**config.mk**
```make
export PLATFORM = sky130hd
export DESIGN_NAME = button_capture
export DESIGN_NICKNAME = d
export VERILOG_FILES = /design/src/rtl/button_capture.sv
export SDC_FILE = /design/constraint.sdc
export NUM_CORES = 1
export LEC_CHECK = 0
export CAP_MARGIN = 15
export CORE_MARGIN = 2
export CORE_UTILIZATION = 25
export CTS_BUF_LIST = sky130_fd_sc_hd__clkbuf_2 sky130_fd_sc_hd__clkbuf_4 sky130_fd_sc_hd__clkbuf_8
export DETAILED_ROUTE_END_ITERATION = 12
export GPL_TIMING_DRIVEN = 0
export HOLD_SLACK_MARGIN = 0.02
export REMOVE_ABC_BUFFERS = 1
export SETUP_SLACK_MARGIN = 0.3
export SYNTH_ARGS = -nofsm -noshare
export SYNTH_HDL_FRONTEND = slang
export SYNTH_SLANG_ARGS = --single-unit
```
**constraint.sdc**
```tcl
create_clock -name clk -period 1.8 [get_ports clk]
set_input_delay 0.27 -clock clk [delete_from_list [all_inputs] [get_ports clk]]
set_output_delay 0.27 -clock clk [all_outputs]
set_load 0.005 [all_outputs]
```
**src/rtl/button_capture.sv**
```systemverilog
// button_capture: Simon Says player-input receiver.
// Synchronises, debounces and validates the four colour buttons and emits
// one 2-bit colour code per physical press as a single-cycle strobe.
// Build option: define BUTTON_SYNC_EN to insert the 2-flop input
// synchroniser (silicon build). Left undefined, the raw buttons feed the
// FSM directly and the strobe comes two cycles earlier (fast gate-level sim).
module button_capture #(
    parameter int DEBOUNCE_CYCLES = 4,
    parameter int CNT_W           = 4
) (
    input  logic       clk,
    input  logic       rst,
    input  logic       en,
    input  logic [3:0] btn,
    output logic       colour_valid,
    output logic [1:0] colour_val,
    output logic       multi_err,
    output logic       busy
);

    localparam logic [CNT_W-1:0] DB_CNT  = CNT_W'(DEBOUNCE_CYCLES);
    localparam logic [CNT_W-1:0] CNT_MAX = '1;
    localparam logic [CNT_W-1:0] CNT_ONE = CNT_W'(1);

    typedef enum logic [1:0] {
        S_IDLE       = 2'd0,
        S_PRESS_DB   = 2'd1,
        S_HELD       = 2'd2,
        S_RELEASE_DB = 2'd3
    } state_t;

    state_t           state_q;
    logic [CNT_W-1:0] cnt_q;
    logic [3:0]       onehot_q;
    logic             colour_valid_q;
    logic [1:0]       colour_val_q;
    logic             multi_err_q;

    // Button sample the FSM works from
    logic [3:0]       bs;

`ifdef BUTTON_SYNC_EN
    logic [3:0] sync1_q;
    logic [3:0] sync2_q;

    genvar gi;
    generate
        for (gi = 0; gi < 4; gi++) begin : g_sync
            // Two-flop synchroniser per raw button line
            always_ff @(posedge clk) begin
                if (rst) begin
                    sync1_q[gi] <= 1'b0;
                    sync2_q[gi] <= 1'b0;
                end else begin
                    sync1_q[gi] <= btn[gi];
                    sync2_q[gi] <= sync1_q[gi];
                end
            end
        end
    endgenerate

    assign bs = sync2_q;
`else
    assign bs = btn;
`endif

    // Classification of the current sample and the saturating count step
    logic             bs_any;
    logic             bs_onehot;
    logic             bs_multi;
    logic [CNT_W-1:0] cnt_inc_d;

    assign bs_any    = |bs;
    assign bs_onehot = bs_any && ((bs & (bs - 4'd1)) == 4'd0);
    assign bs_multi  = bs_any && !bs_onehot;
    assign cnt_inc_d = (cnt_q == CNT_MAX) ? cnt_q : cnt_q + CNT_ONE;

    // One-hot to colour code; only ever called with a one-hot argument
    function automatic logic [1:0] encode(input logic [3:0] oh);
        logic [1:0] code;
        case (oh)
            4'b0010: code = 2'd1;
            4'b0100: code = 2'd2;
            4'b1000: code = 2'd3;
            default: code = 2'd0;
        endcase
        return code;
    endfunction

    // Press/release debounce FSM with registered strobes
    always_ff @(posedge clk) begin
        if (rst) begin
            state_q        <= S_IDLE;
            cnt_q          <= '0;
            onehot_q       <= '0;
            colour_valid_q <= 1'b0;
            colour_val_q   <= 2'd0;
            multi_err_q    <= 1'b0;
        end else begin
            colour_valid_q <= 1'b0;
            multi_err_q    <= 1'b0;
            case (state_q)
                S_IDLE: begin
                    if (en && bs_onehot) begin
                        onehot_q <= bs;
                        if (DEBOUNCE_CYCLES == 1) begin
                            // A single stable sample is already a full debounce
                            colour_valid_q <= 1'b1;
                            colour_val_q   <= encode(bs);
                            cnt_q          <= '0;
                            state_q        <= S_HELD;
                        end else begin
                            cnt_q   <= CNT_ONE;
                            state_q <= S_PRESS_DB;
                        end
                    end else if (en && bs_multi) begin
                        // Ambiguous press: flag it, then wait for a clean release
                        multi_err_q <= 1'b1;
                        cnt_q       <= '0;
                        state_q     <= S_RELEASE_DB;
                    end
                end
                S_PRESS_DB: begin
                    if (!en) begin
                        // Capture window closed mid-press: drop it, require release
                        cnt_q   <= '0;
                        state_q <= S_RELEASE_DB;
                    end else if (bs != onehot_q) begin
                        // Bounce, release or extra button before acceptance
                        cnt_q   <= '0;
                        state_q <= S_IDLE;
                    end else begin
                        cnt_q <= cnt_inc_d;
                        if (cnt_inc_d >= DB_CNT) begin
                            colour_valid_q <= 1'b1;
                            colour_val_q   <= encode(onehot_q);
                            cnt_q          <= '0;
                            state_q        <= S_HELD;
                        end
                    end
                end
                S_HELD: begin
                    // Extra buttons while held are deliberately ignored
                    if (!en) begin
                        cnt_q   <= '0;
                        state_q <= S_RELEASE_DB;
                    end else if (!bs_any) begin
                        if (DEBOUNCE_CYCLES == 1) begin
                            cnt_q   <= '0;
                            state_q <= S_IDLE;
                        end else begin
                            cnt_q   <= CNT_ONE;
                            state_q <= S_RELEASE_DB;
                        end
                    end
                end
                S_RELEASE_DB: begin
                    // Any activity restarts the clean-release count
                    if (bs_any) begin
                        cnt_q <= '0;
                    end else if (cnt_inc_d >= DB_CNT) begin
                        cnt_q   <= '0;
                        state_q <= S_IDLE;
                    end else begin
                        cnt_q <= cnt_inc_d;
                    end
                end
                default: begin
                    cnt_q   <= '0;
                    state_q <= S_IDLE;
                end
            endcase
        end
    end

    assign colour_valid = colour_valid_q;
    assign colour_val   = colour_val_q;
    assign multi_err    = multi_err_q;
    assign busy         = (state_q != S_IDLE);

endmodule

```
==> results of run 1 <==
## state kept, by name, indices dropped and copies added, names as in the netlist
signal,flops
onehot_q,4
colour_val,2
colour_valid,1
multi_err,1
cnt_q,4
state_q,2
## cells in the final DEF (no fill, tap or decap), drive strengths merged, types with 2 or more instances in the layout
| cell type | synthesis | routed |
|---|---|---|
| xnor2 | 6 | 6 |
| inv | 2 | 2 |
| dlygate4sd2 | 0 | 3 |
| a21oi | 6 | 6 |
| dfxtp | 14 | 14 |
| or4 | 2 | 2 |
| clkdlybuf4s50 | 0 | 5 |
| nand4 | 2 | 2 |
| nand2 | 6 | 6 |
| mux2i | 5 | 5 |
| or2 | 3 | 3 |
| nand2b | 2 | 2 |
| o22ai | 2 | 2 |
| clkbuf | 2 | 6 |
| nor2 | 10 | 10 |
| o21ai | 3 | 3 |
| nand4b | 2 | 2 |
| buf | 0 | 9 |
## worst max-delay path: cells and delay by family (launching register included)
family	cells	cell delay (ns)
flip-flops	1	0.36
AND/OR/NAND/NOR	3	0.82
AO/OA/AOI/OAI	2	0.43
## metal layers
metal	wire (um)	vias to the layer above	track usage (%)	part of all wire, %
met5	0	-	0	0
met4	51	0	6.98	2.9
met3	62	7	1.34	3.5
met2	952	20	17.5	53
met1	720	341	12.6	40
li1	-	345	-	-
## cells by family (layout without fill, tap and decap cells)
kind of cell    count (synthesis)  after routing
mux                             5              5
flops                          14             14
xor+xnor                        7              7
compound gates                 17             17
fa+ha+maj                       2              2
simple gates                   35             35
buf+inv                         4             26
## metrics by stage
step | cell area, um2 | hold WS, ns
final | 1030 | 0.353
after global routing | 1030 | 0.375
after detailed placement | 872 | 0.449
after CTS | 973 | 0.464
after global placement | 872 | 0.445
after floorplan | 723 | 0.339
## report_power, final
part / leakage, uW / switching [uW] / total, uW / internal [uW]
sequential: 0.000117 / 47.6 / 406 / 358
clock: 0.0000210 / 115 / 238 / 123
combinational: 0.000259 / 183 / 392 / 209
## cells in the mapped netlist
master	n
or4_1	2
a21oi_1	6
nand2b_1	2
o31ai_1	1
inv_1	2
mux2i_1	5
nand4b_1	2
nand2_1	6
nor3_1	1
clkbuf_1	2
or3_1	1
xnor2_1	6
xor2_1	1
a211oi_1	1
or2_1	1
a211o_1	1
nor2_1	10
and2_1	1
or2_2	2
nand4_1	2
nor4_1	1
o41ai_2	1
ha_1	1
nor3b_1	1
o21a_1	1
and2b_1	1
o21ai_0	3
o32ai_1	1
or2b_1	1
nand3_1	1
o22ai_1	2
maj3_1	1
dfxtp_1	14
## path summary, 6_finish.rpt
| check | endpoint | slack (ns) | depth (start not counted) |
|---|---|---|---|
| min | onehot_q[0] | 0.35 | 3 |
| min reg2reg | cnt_q[1] | 0.47 | 2 |
| max reg2reg | colour_val[0] | 0.12 | 5 |
| max | colour_val[0] | 0.12 | 5 |
## timing repair
action	4_1_cts	5_1_grt
setup buffers	5	4
pin swaps	8	4
resized for setup	18	16
endpoints found under the setup margin	13	12
## layout make-up
cell class | instances | area, um2
clock buffers | 4 | 36.3
fillers | 280 | 1730
well taps | 31 | 38.8
repair buffers | 20 | 164
multi-input cells | 66 | 493
inverters | 2 | 7.51
flip-flops and latches | 14 | 292
==> flow_summary.ini, run 1 <==
[outcome]
status = finished clean

[floorplan]
die_y_um = 58.1
row_count = 19
ios = 12
floorplan.initialDensity_pct = 26.5
dieArea_um2 = 3370
design.core.area_um2 = 2760
dieWidth_um = 58.1

[sta]
post-route-period-util_pct = 93.3
maxSlewHeadroom_pct = 61.6
fin_tns_setup_ns = 0
fin_skew_ns = 0.00320
finalHoldViolCount = 0
fmax_ghz = 0.596
setup_ws_ns = 0.121
finalMaxSlewViolations = 0
finalSetupViolCount = 0
rsz0062_at_grt = true
layout_min_cycle_time_ns = 1.68
tightest_slew_ns = 0.573

[cts]
numCtsBuffers = 3
clkTransAtPathRegs_ns = 0.09
cts_max_path_buffers = 2
ctsHtreeMaxLevel = 1
clock_sinks = 14
clk-insertion-delay-late_ns = 0.29
hold_buffers = 0
cts_tree = built
root_buffer = clkbuf_4

[grt]
grt_max_degree = 16
grt_pass1_wl_um = 2680
grt_usage_pct = 10.5
grt-ovfl-total = 0
grt_pass1_vias = 615
antenna_found_initial = 0

[synthesis]
synth_area_leaders = dfxtp_1 (38%), xnor2_1 (7.2%), mux2i_1 (6.8%)
ys_seq_area_share_pct = 38.4
synth-compound-area-share_pct = 15.6
yosys_warnings = 0
muxShareOfSynthArea_pct = 6.85
synth_cell_types = 33
ys_ff_latch = 14
synth-xor-area-share_pct = 8.39
synth_fa_ha_area_share_pct = 3.08
avgSynthCellArea_um2 = 8.70
synth.top_cell.area_share_pct = 38.4
synthCells = 84
synthSimpleGateAreaFrac_pct = 25.7
synth_top_area_cell = dfxtp_1
synth_top_family_by_area = simple AND/OR/NAND/NOR gates
syn_area_um2 = 731

[critical_path]
slowest_delay_ns = 0.43
slowest_stage = or4_4
cp.required_ns = 2.03
crit_arrival_ns = 1.90
critPathMaxFanout = 4
crit_path_start = state_q[1]
cp-end-kind = register
r2r-start = state_q[1]
criticalPathCategory = register to register
critPathLaunchType = register
crit_chain = nand2b_4 > or2_4 > a211o_1 > or4_4 > a21oi_2

[final_layout]
final_cells = 137
fin_util_pct = 37.4
layout-drive-gt1-share_pct = 34.9
antenna_cells = 0
nets = 115
area_growth_pct = 41.1

[pwr]
power_density_nw_per_um2 = 1000
peakVddDrop_mv = 0.417
report.power.total_uw = 1040
power.leakage_uw = 0.000397

[detailed_routing]
wl_um = 1790
antenna_left = 0
drc = 0
dr_total_vias = 713
wire_per_inst_um = 13.0
vias_per_cell = 5.20
first_iter_violations = 24
firstDrtPassIters = 4

[placed_design]
place_inst = 124
hpwl_um = 1130
portBuffers = 11
place_congestion = 0.758
place_ws_ns = -0.508

[worst_hold_path]
min_from = btn[0]
hold_path_class = primary input to register

[flow_run]
max-cap-violations = 0
Power figures use the tool's default switching activity.
==> run 2: changes to the inputs <==
--- a/config.mk
+++ b/config.mk
@@ -6,7 +6,7 @@
 export NUM_CORES = 1
 export LEC_CHECK = 0
 export CAP_MARGIN = 15
-export CORE_MARGIN = 2
+export CORE_MARGIN = 4
 export CORE_UTILIZATION = 25
 export CTS_BUF_LIST = sky130_fd_sc_hd__clkbuf_2 sky130_fd_sc_hd__clkbuf_4 sky130_fd_sc_hd__clkbuf_8
 export DETAILED_ROUTE_END_ITERATION = 12
==> constraint.sdc (replaced) <==
create_clock -name clk -period 2.04 [get_ports clk]
set_input_delay 0.306 -clock clk [delete_from_list [all_inputs] [get_ports clk]]
set_output_delay 0.306 -clock clk [all_outputs]
set_load 0.005 [all_outputs]
==> run 2 against run 1 <==
Effect of this change:
- sequential share of layout area rose by 1.1 points
- register-to-register slack better by 0.25 ns
- clock-buffer cell count is the same
- combinational power down 24%
- non-clock buffer count is 2 lower
- worst hold slack improved by 0.11 ns
- total power shrank 18%
- critical endpoint is now colour_val[1]
==> flow_summary.ini, run 2 (synthesized netlist as in run 1, its figures left out) <==
[critical_path]
crit_arrival_ns = 1.88
path_delay_family = simple AND/OR/NAND/NOR gates
criticalPathCategory = register to register
cp-end-kind = register
slowest_delay_ns = 0.42
cp.required_ns = 2.25
slowest_stage = or4_4
crit_chain = nand2b_1 > or2_1 > a211o_1 > or4_4 > a21oi_2
worst-path-buf-inv = 0
critPathMaxFanout = 4
critPathLaunchType = register

[pwr]
p_seq_share_pct = 42.0
clkPwrFrac_pct = 23.2
power_density_nw_per_um2 = 852
p_comb_share_pct = 34.8
report.power.total_uw = 853
p_sw_share_pct = 32.2
switchingPower_uw = 275
power.leakage_uw = 0.000380
p_int_uw = 578
peakVddDrop_mv = 0.372

[placed_design]
portBuffers = 11
place_congestion = 0.814
place_ws_ns = -0.336
hpwl_um = 1160

[floorplan]
floorplan.initialDensity_pct = 26.3
row_count = 19
dieArea_um2 = 3850
die_y_um = 62.1
dieWidth_um = 62.1
design.core.area_um2 = 2780
ios = 12

[sta]
layout_min_cycle_time_ns = 1.67
finalMaxSlewViolations = 0
fmax_ghz = 0.598
finalSetupViolCount = 0
post-route-period-util_pct = 81.9
fin_tns_setup_ns = 0
setup_ws_ns = 0.368
maxSlewHeadroom_pct = 62.5
tightest_slew_ns = 0.560
rsz0062_at_grt = true
fin_skew_ns = 0.00383
finalHoldViolCount = 0

[cts]
cts_max_path_buffers = 2
numCtsBuffers = 3
clkTransAtPathRegs_ns = 0.09
hold_buffers = 0
clk-insertion-delay-late_ns = 0.28
cts_tree = built
clock_sinks = 14
ctsHtreeMaxLevel = 1
root_buffer = clkbuf_4

[detailed_routing]
antenna_left = 0
first_iter_violations = 21
wl_um = 1620
drc = 0
vias_per_cell = 4.93
firstDrtPassIters = 4
dr_total_vias = 665
wire_per_inst_um = 12.0

[flow_run]
max-cap-violations = 0

[grt]
grt_pass1_wl_um = 2480
grt_pass1_vias = 580
grt-ovfl-total = 0
grt_max_degree = 16
grt_usage_pct = 8.67
antenna_found_initial = 0

[outcome]
status = finished clean

[final_layout]
antenna_cells = 0
area_growth_pct = 37.0
layout_commonest_cell = nor2_1
nets = 113
largest_registers = cnt_q x4, onehot_q x4
fillers = 314
layout-drive-gt1-share_pct = 24.0
final_cell_mix = nor2_1 (10), dfxtp_1 (7), buf_4 (7)

[worst_hold_path]
hold_path_class = register to register
run 2: path summary, 6_finish.rpt:
kind | cells after the start | end | from | slack, ns
min | 2 | colour_val[0] | colour_val[0] | 0.46
max reg2reg | 5 | colour_val[1] | state_q[1] | 0.37
max | 5 | colour_val[1] | state_q[1] | 0.37
min reg2reg | 2 | colour_val[0] | colour_val[0] | 0.46
run 2: worst min-delay path, cell delays in order (launching register included):
cell and delay [ns]:
dfxtp_1 0.32, nand2_1 0.05, a21oi_1 0.05
run 2: final cells by class:
type,instances,area (um2),area share (%)
clock buffer,4,36.3,3.62
tap,31,38.8,3.88
timing repair buffer,18,155,15.5
multi-input combinational,66,469,46.9
sequential,14,294,29.4
inverter,2,7.51,0.750
run 2: repair_timing:
action                     4_1_cts  5_1_grt
resized for setup               10       11
setup endpoints to repair       13        5
buffers inserted                 6        1
pin swaps                        7        3
run 2: stage by stage:
stage	hold WS [ns]	instances	instance area (um2)	utilization, %
floorplan	0.375	82	723	-
global placement	0.439	124	872	31.4
detailed placement	0.445	124	872	31.4
CTS	0.462	134	952	34.2
global route	0.487	135	1000	36.0
finish	0.458	135	1000	36.0
run 2: routing by layer:
metal	wire length (um)	global-route usage [%]	vias up
met5	0	0	-
met3	35	1.24	0
met1	794	11.6	316
met2	791	13.5	8
met4	0	4.55	0
li1	-	-	341
run 2: power by group through the flow:
stage / Clock, uW / Sequential (uW) / Combinational (uW)
5_1_grt: 214 / 366 / 332
2_1_floorplan: 0 / 345 / 177
4_1_cts: 209 / 350 / 288
3_3_place_gp: 0 / 351 / 256
6_report: 198 / 358 / 297
3_5_place_dp: 0 / 355 / 261
==> run 3: changes to the inputs <==
==> constraint.sdc (replaced) <==
create_clock -name clk -period 1.4 [get_ports clk]
set_input_delay 0.21 -clock clk [delete_from_list [all_inputs] [get_ports clk]]
set_output_delay 0.21 -clock clk [all_outputs]
set_load 0.005 [all_outputs]
==> run 3 against run 2 <==
Effect of this change:
- via count is 11% higher
- the run now ends with negative setup slack left
- first-iteration DRC count is 38% lower
- total power is 79% higher
- clock skew hardly changed
- largest power group is now combinational logic
- final cell count is 6.7% higher
==> flow_summary.ini, run 3 (synthesized netlist as in run 1, its figures left out) <==
[detailed_routing]
antenna_left = 0
firstDrtPassIters = 4
wire_per_inst_um = 13.6
first_iter_violations = 13
drc = 0
dr_total_vias = 738
vias_per_cell = 5.13
wl_um = 1960

[pwr]
peakVddDrop_mv = 0.564
power_density_nw_per_um2 = 1330
power.leakage_uw = 0.000478

[critical_path]
cp-end-kind = register
r2r-start = state_q[1]
crit_arrival_ns = 1.88
critPathLaunchType = register
r2r_setup_slack_ns = -0.26
reg2reg_to = colour_val[1]
crit_path_start = state_q[1]
r2r_cells = 5
criticalPathCategory = register to register
slowest_stage = or4_4
critPathMaxFanout = 4
crit_chain = nand2b_4 > or2_4 > a211o_1 > or4_4 > a21oi_2
cp.required_ns = 1.62
slowest_delay_ns = 0.42

[final_layout]
largest_registers = cnt_q x4, onehot_q x4
antenna_cells = 0
final_cells = 144
layout-drive-gt1-share_pct = 46.0
regArea_um2 = 298
layout_commonest_cell = buf_4
area_growth_pct = 57.2
final_cell_mix = buf_4 (13), nor2_1 (8), xnor2_1 (6), dfxtp_1 (6), dlygate4sd2_1 (6)
nets = 122
fillers = 276
multi_input_area_um2 = 547

[sta]
post-route-period-util_pct = 119
maxSlewHeadroom_pct = 58.8
tightest_slew_ns = 0.619
fin_tns_setup_ns = -0.703
fmax_ghz = 0.602
rsz0062_at_grt = true
setup_ws_ns = -0.260
finalMaxSlewViolations = 0
layout_min_cycle_time_ns = 1.66
finalHoldViolCount = 0
finalSetupViolCount = 7
fin_skew_ns = 0.00413

[grt]
grt_pass1_vias = 648
grt-ovfl-total = 0
grt_pass1_wl_um = 2680
antenna_found_initial = 0
grt_max_degree = 16
grt_usage_pct = 9.30

[cts]
numCtsBuffers = 3
clock_sinks = 14
ctsHtreeMaxLevel = 1
root_buffer = clkbuf_4
clkTransAtPathRegs_ns = 0.09
cts_tree = built
cts_max_path_buffers = 2
clk-insertion-delay-late_ns = 0.28

[floorplan]
floorplan.initialDensity_pct = 26.3
die_y_um = 62.1
row_count = 19
dieWidth_um = 62.1
dieArea_um2 = 3850
ios = 12
design.core.area_um2 = 2780

[placed_design]
place_inst = 124
portBuffers = 11
hpwl_um = 1160
place_congestion = 0.814

[worst_hold_path]
min_to = onehot_q[2]
whs_path_depth = 3
hold_path_class = primary input to register
min_from = btn[2]

[outcome]
status = finished with violations
violations = negative setup slack

[flow_run]
max-cap-violations = 0
[run 3: report_power, final]
group | leakage (uW) | switching (uW) | internal (uW)
Combinational | 0.000339 | 315 | 391
Clock | 0.0000210 | 134 | 158
Sequential | 0.000118 | 60.6 | 464
Total | 0.000478 | 510 | 1010
[run 3: cell type report]
cell class / count / area share, %
inverters: 2 / 0.654
repair buffers: 27 / 19.3
multi-input cells: 66 / 47.6
clock buffers: 4 / 3.16
flip-flops and latches: 14 / 25.9
well taps: 31 / 3.38
[run 3: routing by layer]
layer	global-route usage, %	vias to the layer above	share of wire, %
met1	11.4	352	43
met4	4.55	0	2.8
li1	-	360	-
met2	15.8	19	52
met3	1.24	7	2.9
met5	0	-	0
[run 3: timing repair]
action	CTS	global route
setup endpoints to repair	19	15
pin swaps	14	5
hold endpoints to repair	0	0
buffers inserted	11	5
hold buffers	0	0
resized for setup	45	23
[run 3: critical path, delay by kind of cell (launching register included)]
| family | cells | cell delay, ns |
|---|---|---|
| compound gates | 2 | 0.43 |
| flops | 1 | 0.35 |
| simple gates | 3 | 0.80 |
[run 3: worst max-delay path by stage]
stage	slack, ns	cells after the start	to
3_3_place_gp	-0.86	6	colour_val[1]
4_1_cts	-0.26	5	colour_val[1]
3_5_place_dp	-0.88	6	colour_val[1]
2_1_floorplan	-0.25	5	colour_val[0]
6_report	-0.26	5	colour_val[1]
5_1_grt	-0.31	5	colour_val[1]
[run 3: per-stage QoR]
stage	instance area, um2	hold WS, ns	setup slack, ns	total power (uW)	util, %
after floorplan	723	0.279	-0.252	761	-
after global placement	872	0.439	-0.862	885	31.4
after detailed placement	872	0.445	-0.880	897	31.4
after CTS	1030	0.226	-0.265	1340	37.1
after global routing	1150	0.277	-0.306	1610	41.3
final	1150	0.230	-0.260	1520	41.3
